`src/rtl/ifu_fetch_pkg.sv`:
```
// Shared types and constants for the instruction fetch unit.
// Covers the fetch FSM encoding, the reset PC and the canonical NOP.
package ifu_fetch_pkg;

  localparam logic        RST_ENABLE   = 1'b1;
  localparam int          INST_W       = 32;
  localparam int          ADDR_W       = 64;
  localparam logic [63:0] RESET_PC_DEF = 64'h0000_0000_8000_0000;
  localparam logic [31:0] INST_NOP     = 32'h0000_0013;

  typedef enum logic [1:0] {
    IFU_REQ  = 2'd0,
    IFU_WAIT = 2'd1,
    IFU_HOLD = 2'd2
  } ifu_state_e;

endpackage

```
`src/rtl/ifu_perf_cnt.sv`:
```
// Fetch/stall event counters for the instruction fetch unit.
// Only present when IFU_PERF_CNT_EN is defined; both counters wrap at 2^64.
`ifdef IFU_PERF_CNT_EN
module ifu_perf_cnt
  import ifu_fetch_pkg::*;
(
  input  logic        clk,
  input  logic        rst,
  input  logic        fetch_inc,
  input  logic        stall_inc,
  output logic [63:0] fetch_cnt,
  output logic [63:0] stall_cnt
);

  always_ff @(posedge clk) begin
    if (rst == RST_ENABLE) begin
      fetch_cnt <= '0;
      stall_cnt <= '0;
    end else begin
      if (fetch_inc) fetch_cnt <= fetch_cnt + 64'd1;
      if (stall_inc) stall_cnt <= stall_cnt + 64'd1;
    end
  end

endmodule
`endif

```
`src/rtl/ifu_fetch.sv`:
```
// Instruction fetch unit: owns the PC, fetches one instruction at a time and
// hands {inst, pc} to decode. Optional counters via IFU_PERF_CNT_EN.
module ifu_fetch
  import ifu_fetch_pkg::*;
#(
  parameter logic [63:0] RESET_PC = RESET_PC_DEF,
  parameter int unsigned PC_STEP  = 4
) (
  input  logic        clk,
  input  logic        rst,
  input  logic        redirect_valid_i_ifu,
  input  logic [63:0] redirect_pc_i_ifu,
  output logic        imem_req_o_ifu,
  output logic [63:0] imem_addr_o_ifu,
  input  logic        imem_ready_i_ifu,
  input  logic        imem_rvalid_i_ifu,
  input  logic [31:0] imem_rdata_i_ifu,
  output logic        inst_valid_o_ifu,
  output logic [31:0] inst_o_ifu,
  output logic [63:0] pc_o_ifu,
  input  logic        inst_ready_i_ifu
`ifdef IFU_PERF_CNT_EN
  ,
  output logic [63:0] fetch_cnt_o_ifu,
  output logic [63:0] stall_cnt_o_ifu
`endif
);

  ifu_state_e  state_q, state_d;
  logic        kill_q, kill_d;
  logic [63:0] pc_q, pc_d;
  logic        vld_p1, vld_d;
  logic [31:0] inst_p1, inst_d;
  logic [63:0] pc_p1, pc_p1_d;
  logic        req_fire;
  logic        hs;
  logic [63:0] redirect_pc_al;
  logic        unused_rdr_lsb;

  assign redirect_pc_al  = {redirect_pc_i_ifu[63:2], 2'b00};
  assign unused_rdr_lsb  = ^redirect_pc_i_ifu[1:0];
  assign imem_req_o_ifu  = (state_q == IFU_REQ);
  assign imem_addr_o_ifu = pc_q;
  assign req_fire        = imem_req_o_ifu & imem_ready_i_ifu;
  assign hs              = vld_p1 & inst_ready_i_ifu;

  always_comb begin
    state_d = state_q;
    kill_d  = kill_q;
    pc_d    = pc_q;
    vld_d   = vld_p1;
    inst_d  = inst_p1;
    pc_p1_d = pc_p1;
    case (state_q)
      IFU_REQ: begin
        // A stale response left over from before reset is absorbed here.
        if (imem_rvalid_i_ifu) kill_d = 1'b0;
        if (req_fire) begin
          state_d = IFU_WAIT;
          if (redirect_valid_i_ifu) kill_d = 1'b1;
        end
      end
      IFU_WAIT: begin
        if (imem_rvalid_i_ifu) begin
          if (kill_q || redirect_valid_i_ifu) begin
            kill_d  = 1'b0;
            state_d = IFU_REQ;
          end else begin
            vld_d   = 1'b1;
            inst_d  = imem_rdata_i_ifu;
            pc_p1_d = pc_q;
            pc_d    = pc_q + 64'(PC_STEP);
            state_d = IFU_HOLD;
          end
        end else if (redirect_valid_i_ifu) begin
          kill_d = 1'b1;
        end
      end
      IFU_HOLD: begin
        if (hs || redirect_valid_i_ifu) begin
          vld_d   = 1'b0;
          state_d = IFU_REQ;
        end
      end
      default: state_d = IFU_REQ;
    endcase
    if (redirect_valid_i_ifu) pc_d = redirect_pc_al;
  end

  // Stage p1: registered output slot towards decode
  always_ff @(posedge clk) begin
    if (rst == RST_ENABLE) begin
      state_q <= IFU_REQ;
      pc_q    <= RESET_PC;
      // An in-flight request's response must not be taken after reset.
      kill_q  <= ((state_q == IFU_WAIT) | kill_q) & ~imem_rvalid_i_ifu;
      vld_p1  <= 1'b0;
      inst_p1 <= '0;
      pc_p1   <= '0;
    end else begin
      state_q <= state_d;
      kill_q  <= kill_d;
      pc_q    <= pc_d;
      vld_p1  <= vld_d;
      inst_p1 <= inst_d;
      pc_p1   <= pc_p1_d;
    end
  end

  assign inst_valid_o_ifu = vld_p1;
  assign inst_o_ifu       = inst_p1;
  assign pc_o_ifu         = pc_p1;

`ifdef IFU_PERF_CNT_EN
  ifu_perf_cnt u_perf_cnt (
    .clk       (clk),
    .rst       (rst),
    .fetch_inc (hs),
    .stall_inc ((state_q == IFU_WAIT) | ((state_q == IFU_HOLD) & ~inst_ready_i_ifu)),
    .fetch_cnt (fetch_cnt_o_ifu),
    .stall_cnt (stall_cnt_o_ifu)
  );
`endif

endmodule

```
`config.mk`:
```
export PLATFORM = sky130hd
export DESIGN_NAME = ifu_fetch
export DESIGN_NICKNAME = d
export VERILOG_FILES = /design/src/rtl/ifu_fetch_pkg.sv /design/src/rtl/ifu_perf_cnt.sv /design/src/rtl/ifu_fetch.sv
export SDC_FILE = /design/constraint.sdc
export NUM_CORES = 1
export LEC_CHECK = 0
export CAP_MARGIN = 25
export CORE_MARGIN = 3
export CORE_UTILIZATION = 40
export DETAILED_ROUTE_END_ITERATION = 16
export PLACE_DENSITY = 0.76
export SLEW_MARGIN = 20
export SYNTH_ARGS = -nofsm -noshare
export SYNTH_HDL_FRONTEND = slang
export SYNTH_HIERARCHICAL = 1
export SYNTH_SLANG_ARGS = --single-unit
```
`constraint.sdc`:
```
create_clock -name clk -period 1.9 [get_ports clk]
set_input_delay 0.19 -clock clk [delete_from_list [all_inputs] [get_ports clk]]
set_output_delay 0.19 -clock clk [all_outputs]
set_load 0.1 [all_outputs]
```
# After elaboration in Yosys (flattened, before gate mapping)
# Cells that the tools add are included.
[totals] register_bits=164 out_inout_bits=162 in_bits=102 word_cells=57
[op_classes] reduce_logical=13 eq_ne=9 n_mux=21 bitwise=6 add_sub_neg=1
[ops] cell="$mux W64" count=4
[ops] cell="$add A64 B3 Y64 const B" count=1
[ops] cell="$reduce_and A3 Y1" count=4
[ops] cell="$mux W1" count=10
[ops] cell="$mux W2" count=4
[ops] cell="$ne A2 B2 Y1 const B" count=4
[ops] cell="$ne A4 B4 Y1 const B" count=2
[ops] cell="$pmux W2 S3" count=1
[ops] cell="$reduce_bool A2 Y1" count=3
[ops] cell="$pmux W1 S2" count=2
[ops] cell="$reduce_and A4 Y1" count=1
[ops] cell="$and A1 B1 Y1" count=3
[ops] cell="$reduce_bool A3 Y1" count=1
[ops] cell="$eq A2 B1 Y1 const B" count=1
[ops] cell="$eq A2 B2 Y1 const B" count=1
[ops] cell="$logic_not A2 Y1" count=1
[ops] cell="$logic_or A1 B1 Y1" count=2
[ops] cell="$ne A2 B1 Y1 const B" count=1
[ops] cell="$not A1 Y1" count=2
[ops] cell="$reduce_or A2 Y1" count=1
[ops] cell="$or A1 B1 Y1" count=1

# Longest topological paths before layout
[depth] word_depth=5 depth_mapped=8 depth_no_buf=6

# Worst setup path after synthesis
# Ideal clock, no wire load.
[synth_timing] path_kind="reg-to-reg" from="register pc_q[17] (netlist: imem_addr_o_ifu[17])" to="register pc_q[59] (netlist: imem_addr_o_ifu[59])" arrival_ns=2.555 stages_incl_launch_ff=8 synth_period_minus_slack_ns=2.672 setup_ns=0.117 path_buffers=1 t_required_ns=1.783 path_slack_ns=-0.772 cell_sequence="dfxtp_1 > and4_1 > and4_1 > buf_8 > nand4_4 > nor4_2 > xor2_1 > a22o_1"
[synth_via] elab_chain_cells=5
[synth_rtl] element="start: declaration" line="ifu_fetch.sv:31" source="logic [63:0] pc_q, pc_d;"
[synth_rtl] element="start signal: assignment" line="ifu_fetch.sv:103" source="pc_q <= pc_d;"
[synth_rtl] element="$add A64 B3 Y64" line="ifu_fetch.sv:72" source="pc_d = pc_q + 64'(PC_STEP);"
[synth_rtl] element="$mux W64" line="ifu_fetch.sv:65" source="if (kill_q || redirect_valid_i_ifu) begin"
[synth_rtl] element="$mux W64" line="ifu_fetch.sv:64" source="if (imem_rvalid_i_ifu) begin"
[synth_rtl] element="$mux W64" line="ifu_fetch.sv:54" source="case (state_q)"
[synth_rtl] element="$mux W64" line="ifu_fetch.sv:87" source="if (redirect_valid_i_ifu) pc_d = redirect_pc_al;"
# No other way between the ends. The select of a mux whose other input is x is not followed.
# A chain may end at the register's enable or synchronous reset.

# Final worst setup path
[layout_timing] from="register kill_q" to="register pc_q[30] (netlist: imem_addr_o_ifu[30])"
[layout_via] elab_chain_cells=3
[layout_rtl] element="start: declaration" line="ifu_fetch.sv:30" source="logic kill_q, kill_d;"
[layout_rtl] element="start signal: assignment" line="ifu_fetch.sv:96" source="kill_q <= ((state_q == IFU_WAIT) | kill_q) & ~imem_rvalid_i_ifu;"
[layout_rtl] element="start signal: assignment" line="ifu_fetch.sv:102" source="kill_q <= kill_d;"
[layout_rtl] element="$logic_or A1 B1 Y1" line="ifu_fetch.sv:65"
[layout_rtl] element="$ne A2 B2 Y1 (no source line)"
[layout_rtl] element="$reduce_and A3 Y1 (no source line)"
# No other way between the ends.

==> metrics.md <==
| Metric | Value |
|---|---|
| Run status | finished with violations |
| Failing checks | negative setup slack |
| GRT Util Overall | about a quarter |
| Via count | 7340 |
| Top Ports | 264 |
| Row cnt | 48 |
| Min Tclk post-route | 1989 ps |
| Cell depth of the worst setup path | 7 |
| Post-synth cell types | 59 |
| Effective utilization at floorplan | 40.87% |
| Placer Congestion | roughly 0.89 |
| Initial antenna violation count | 1 |
| DRC viols | 0 |
| Final HPWL from detailed placement | 17150 um |
| CTS tree | built |
| Tcrit/Tclk final | 104.7% |
| H-tree levels | 4 |
| Via/cell ratio | 5.213 |
| Flop-to-flop setup slack | -90 ps |
| Worst Setup End Kind | register |
| Leakage | 4.456 nW |
| Fillcell total | 1449 |
| Cells after Synth | around 870 |
| Peak supply drop | 0.6560 mV |
| FF+latch count, synth | 160 |
| Clock sinks | 160 |
| Req. time, crit path | 2210 ps |
| Die width | roughly 140 um |
| Pre-Repair DR Iteration Count | 5 |
| DR iter-0 viols | 446 |
| Mean post-synth cell area | 8.200 um2 |
| CP Buf/Inv Count | 1 |
| Final setup fails | 9 |
| WL final | ~24000 um |
| Mux contribution to synthesized area | 1.552% |
| Total power | 8.598 mW |
| Final max-slew violation count | 0 |
| Top FF cell, synth | dfxtp_1 |
| CP startpoint kind | register |
| First-pass GRT wire length | approximately 38000 um |
| RSZ-0062 raised after global routing | true |
| WL per Instance | 16.84 um |
| Leading cell types by total area after synthesis | dfxtp_1 45%, nand2_1 12%, a21oi_1 7.9% |
| Largest net degree at the start of global routing | between 100 and 150 |
| PortBufs | 257 |
| Register area share after synthesis | 45.30% |
| CP Class | reg2reg |
| CTS buffer count | 17 |
| Reg clk slew, reported paths | 60 ps |
| Clock latency on the worst-skew pair | around 430 ps |
| Worst Setup SP | kill_q |
| Top cell type's share of synthesized area | 44.88% |
| PnR worst setup slack | -88.91 ps |
| Simple-Gate Fraction of Synth Area | 28.38% |
| Worst path slowest cell | or4_4 |
| Delay-heaviest family, CP | simple AND/OR/NAND/NOR gates |
| Largest family of logic cells by synthesized area | simple AND/OR/NAND/NOR gates |
| Cells along the critical path | and4bb_4, buf_6, nand3_4, or4_4, nor2_4, xnor2_1, a22o_1 |
| Post-synth EDFFs | 1 |
| Crit path largest cell delay | 530 ps |
| Synthesized cell area | 7093 um2 |
| Reg2reg start | kill_q |
| Layout net count | 1273 |
| Worst R2R End | imem_addr_o_ifu[30] |
| P&R area growth vs syn | 55.16% |
| Relative slew slack | 46.67% |
| Power per cell area | 781.2 nW/um2 |
| CTS max path bufs | 2 |
| Worst slew pin tran | 799.1 ps |
| Worst-path fanout max | 3 |
| Max Clk Rate | 502.8 MHz |
| Compound-cell area share of the yosys netlist | 13.51% |
| Asr flop ratio synth | 0% |
| Setup Total Neg Slack | -181.2 ps |
| Post-Synth Adder-Cell Area | 0.1764% |
| Worst endpoint data arrival time | roughly 2300 ps |
| Clock Skew | 18.48 ps |
| Synth warnings | 6 |
| GRT overflow | 0 |
| Die ar. | 19370 um2 |
| Number of global-route vias before repair | 7147 |
| Final hold vios | 0 |
| Die Ht | roughly 140 um |
| Post-route ant nets | 0 |
| Max-Cap Viols | 0 |
| Worst r2r path cells | 7 |
| Core box area | 17360 um2 |
| Clock root cell | clkbuf_16 |
| Hold WC Path Type | in2reg |
| Synth Area in XOR/XNOR | between 6 and 7% |
| Critical path endpoint | imem_addr_o_ifu[30] |
| Largest area contributor in the synthesized netlist | dfxtp_1 |
| Share of cells above drive strength 1 | 32.83% |
-- where the power goes --
| part | leakage, nW | internal, mW | switching (mW) | total [mW] |
|---|---|---|---|---|
| sequential | 1.34 | 3.46 | 0.143 | 3.60 |
| combinational | 2.83 | 0.541 | 1.22 | 1.76 |
| clock | 0.280 | 1.85 | 1.39 | 3.24 |
-- tightest hold or removal path, delay by kind of cell --
kind | cells | cell delay, ps
and+or+nand+nor | 1 | 150
buffers and inverters | 1 | 120
AOI/OAI and AO/OA | 1 | 160
-- state kept, by name, summed over array words and instances, names as in the netlist --
name / cells
imem_addr_o_ifu: 62
state_q: 2
inst_valid_o_ifu: 1
inst_o_ifu: 32
pc_o_ifu: 62
kill_q: 1
-- cell families after synthesis --
logic type | after synthesis
AO/OA/AOI/OAI | 163
other | 1
adder cells (fa/ha/maj) | 1
multiplexers | 11
AND/OR/NAND/NOR | 413
XOR/XNOR | 54
buffers and inverters | 62
flip-flops | 160
-- Yosys cell counts, types with 3 or more instances --
| cell type | n |
|---|---|
| a22o_1 | 12 |
| a311oi_1 | 4 |
| buf_6 | 3 |
| nor2_1 | 57 |
| buf_2 | 3 |
| and4_1 | 9 |
| nor3_2 | 8 |
| nand2_1 | 227 |
| nand3_1 | 31 |
| o21ai_0 | 6 |
| a21oi_1 | 112 |
| xnor2_1 | 33 |
| nor4_1 | 6 |
| nor3_1 | 10 |
| or3_1 | 7 |
| buf_4 | 5 |
| mux2i_1 | 11 |
| and3_1 | 14 |
| xor2_1 | 21 |
| dfxtp_1 | 159 |
| o21bai_1 | 4 |
| inv_1 | 4 |
| buf_1 | 9 |
| a211oi_1 | 16 |
| nand4_1 | 20 |
| clkbuf_1 | 33 |
-- final cells by class --
type,instances,area (um2),share of cell area [%]
diodes,1,2.502,0.02274
clock buffers,23,499.2,4.536
clock inverters,8,48.80,0.4434
inverters,5,18.77,0.1705
multi-input cells,646,3800,34.53
flip-flops and latches,160,3410,30.98
well taps,225,281.5,2.558
repair buffers,340,2945,26.76
-- per-stage QoR --
| step | utilization (%) | std cells | instance area [um2] | setup slack, ps | hold slack, ps |
|---|---|---|---|---|---|
| 5_1_grt | 63.41 | 1408 | 11010 | -132.2 | 265.4 |
| 3_5_place_dp | 59.00 | 1369 | 10240 | -253.2 | 446.6 |
| 3_3_place_gp | 58.99 | 1369 | 10240 | -229.5 | 442.0 |
| 2_1_floorplan | - | 868 | 7377 | -89.51 | 311.3 |
| 4_1_cts | 62.47 | 1402 | 10840 | -19.95 | 252.4 |
| 6_report | 63.41 | 1408 | 11010 | -88.91 | 255.7 |
-- placed cells by master, fill, tap and decap left out, drive strengths merged, types with 7 or more instances in the layout --
| cell | count |
|---|---|
| clkbuf | 23 |
| inv | 10 |
| and3 | 15 |
| nand4 | 22 |
| nor3 | 18 |
| or3 | 7 |
| nor2 | 59 |
| a22o | 12 |
| mux2i | 11 |
| a21oi | 112 |
| clkdlybuf4s50 | 98 |
| xnor2 | 33 |
| buf | 242 |
| xor2 | 21 |
| nand2 | 228 |
| and4 | 10 |
| nand3 | 34 |
| nor4 | 8 |
| a211oi | 18 |
| dfxtp | 159 |
-- how the worst min path moves through the flow --
stage | startpoint | to | slack, ps | cells after the start
after floorplan | redirect_pc_i_ifu[49] | imem_addr_o_ifu[49] | 310 | 2
after global placement | inst_o_ifu[28] | inst_o_ifu[28] | 440 | 2
after detailed placement | pc_o_ifu[30] | pc_o_ifu[30] | 450 | 2
after CTS | rst | imem_addr_o_ifu[31] | 250 | 3
after global routing | rst | imem_addr_o_ifu[31] | 270 | 3
final | rst | imem_addr_o_ifu[31] | 260 | 3
-- layer usage --
layer / up-vias / global-route usage, % / wire length (um)
met5: - / 0 / 0
met4: 0 / 8.445 / 592
met3: 47 / 6.241 / 1620
met2: 273 / 39.86 / 11600
met1: 3442 / 29.45 / 9897
li1: 3578 / - / -
-- what timing repair did --
item                                    CTS  global route
pin swaps                                 8            17
buffers inserted                          2             5
endpoints found under the setup margin   15            32
hold buffers                              0             0
resized for setup                         7            25
No activity file was read; power rests on OpenSTA's default activity.
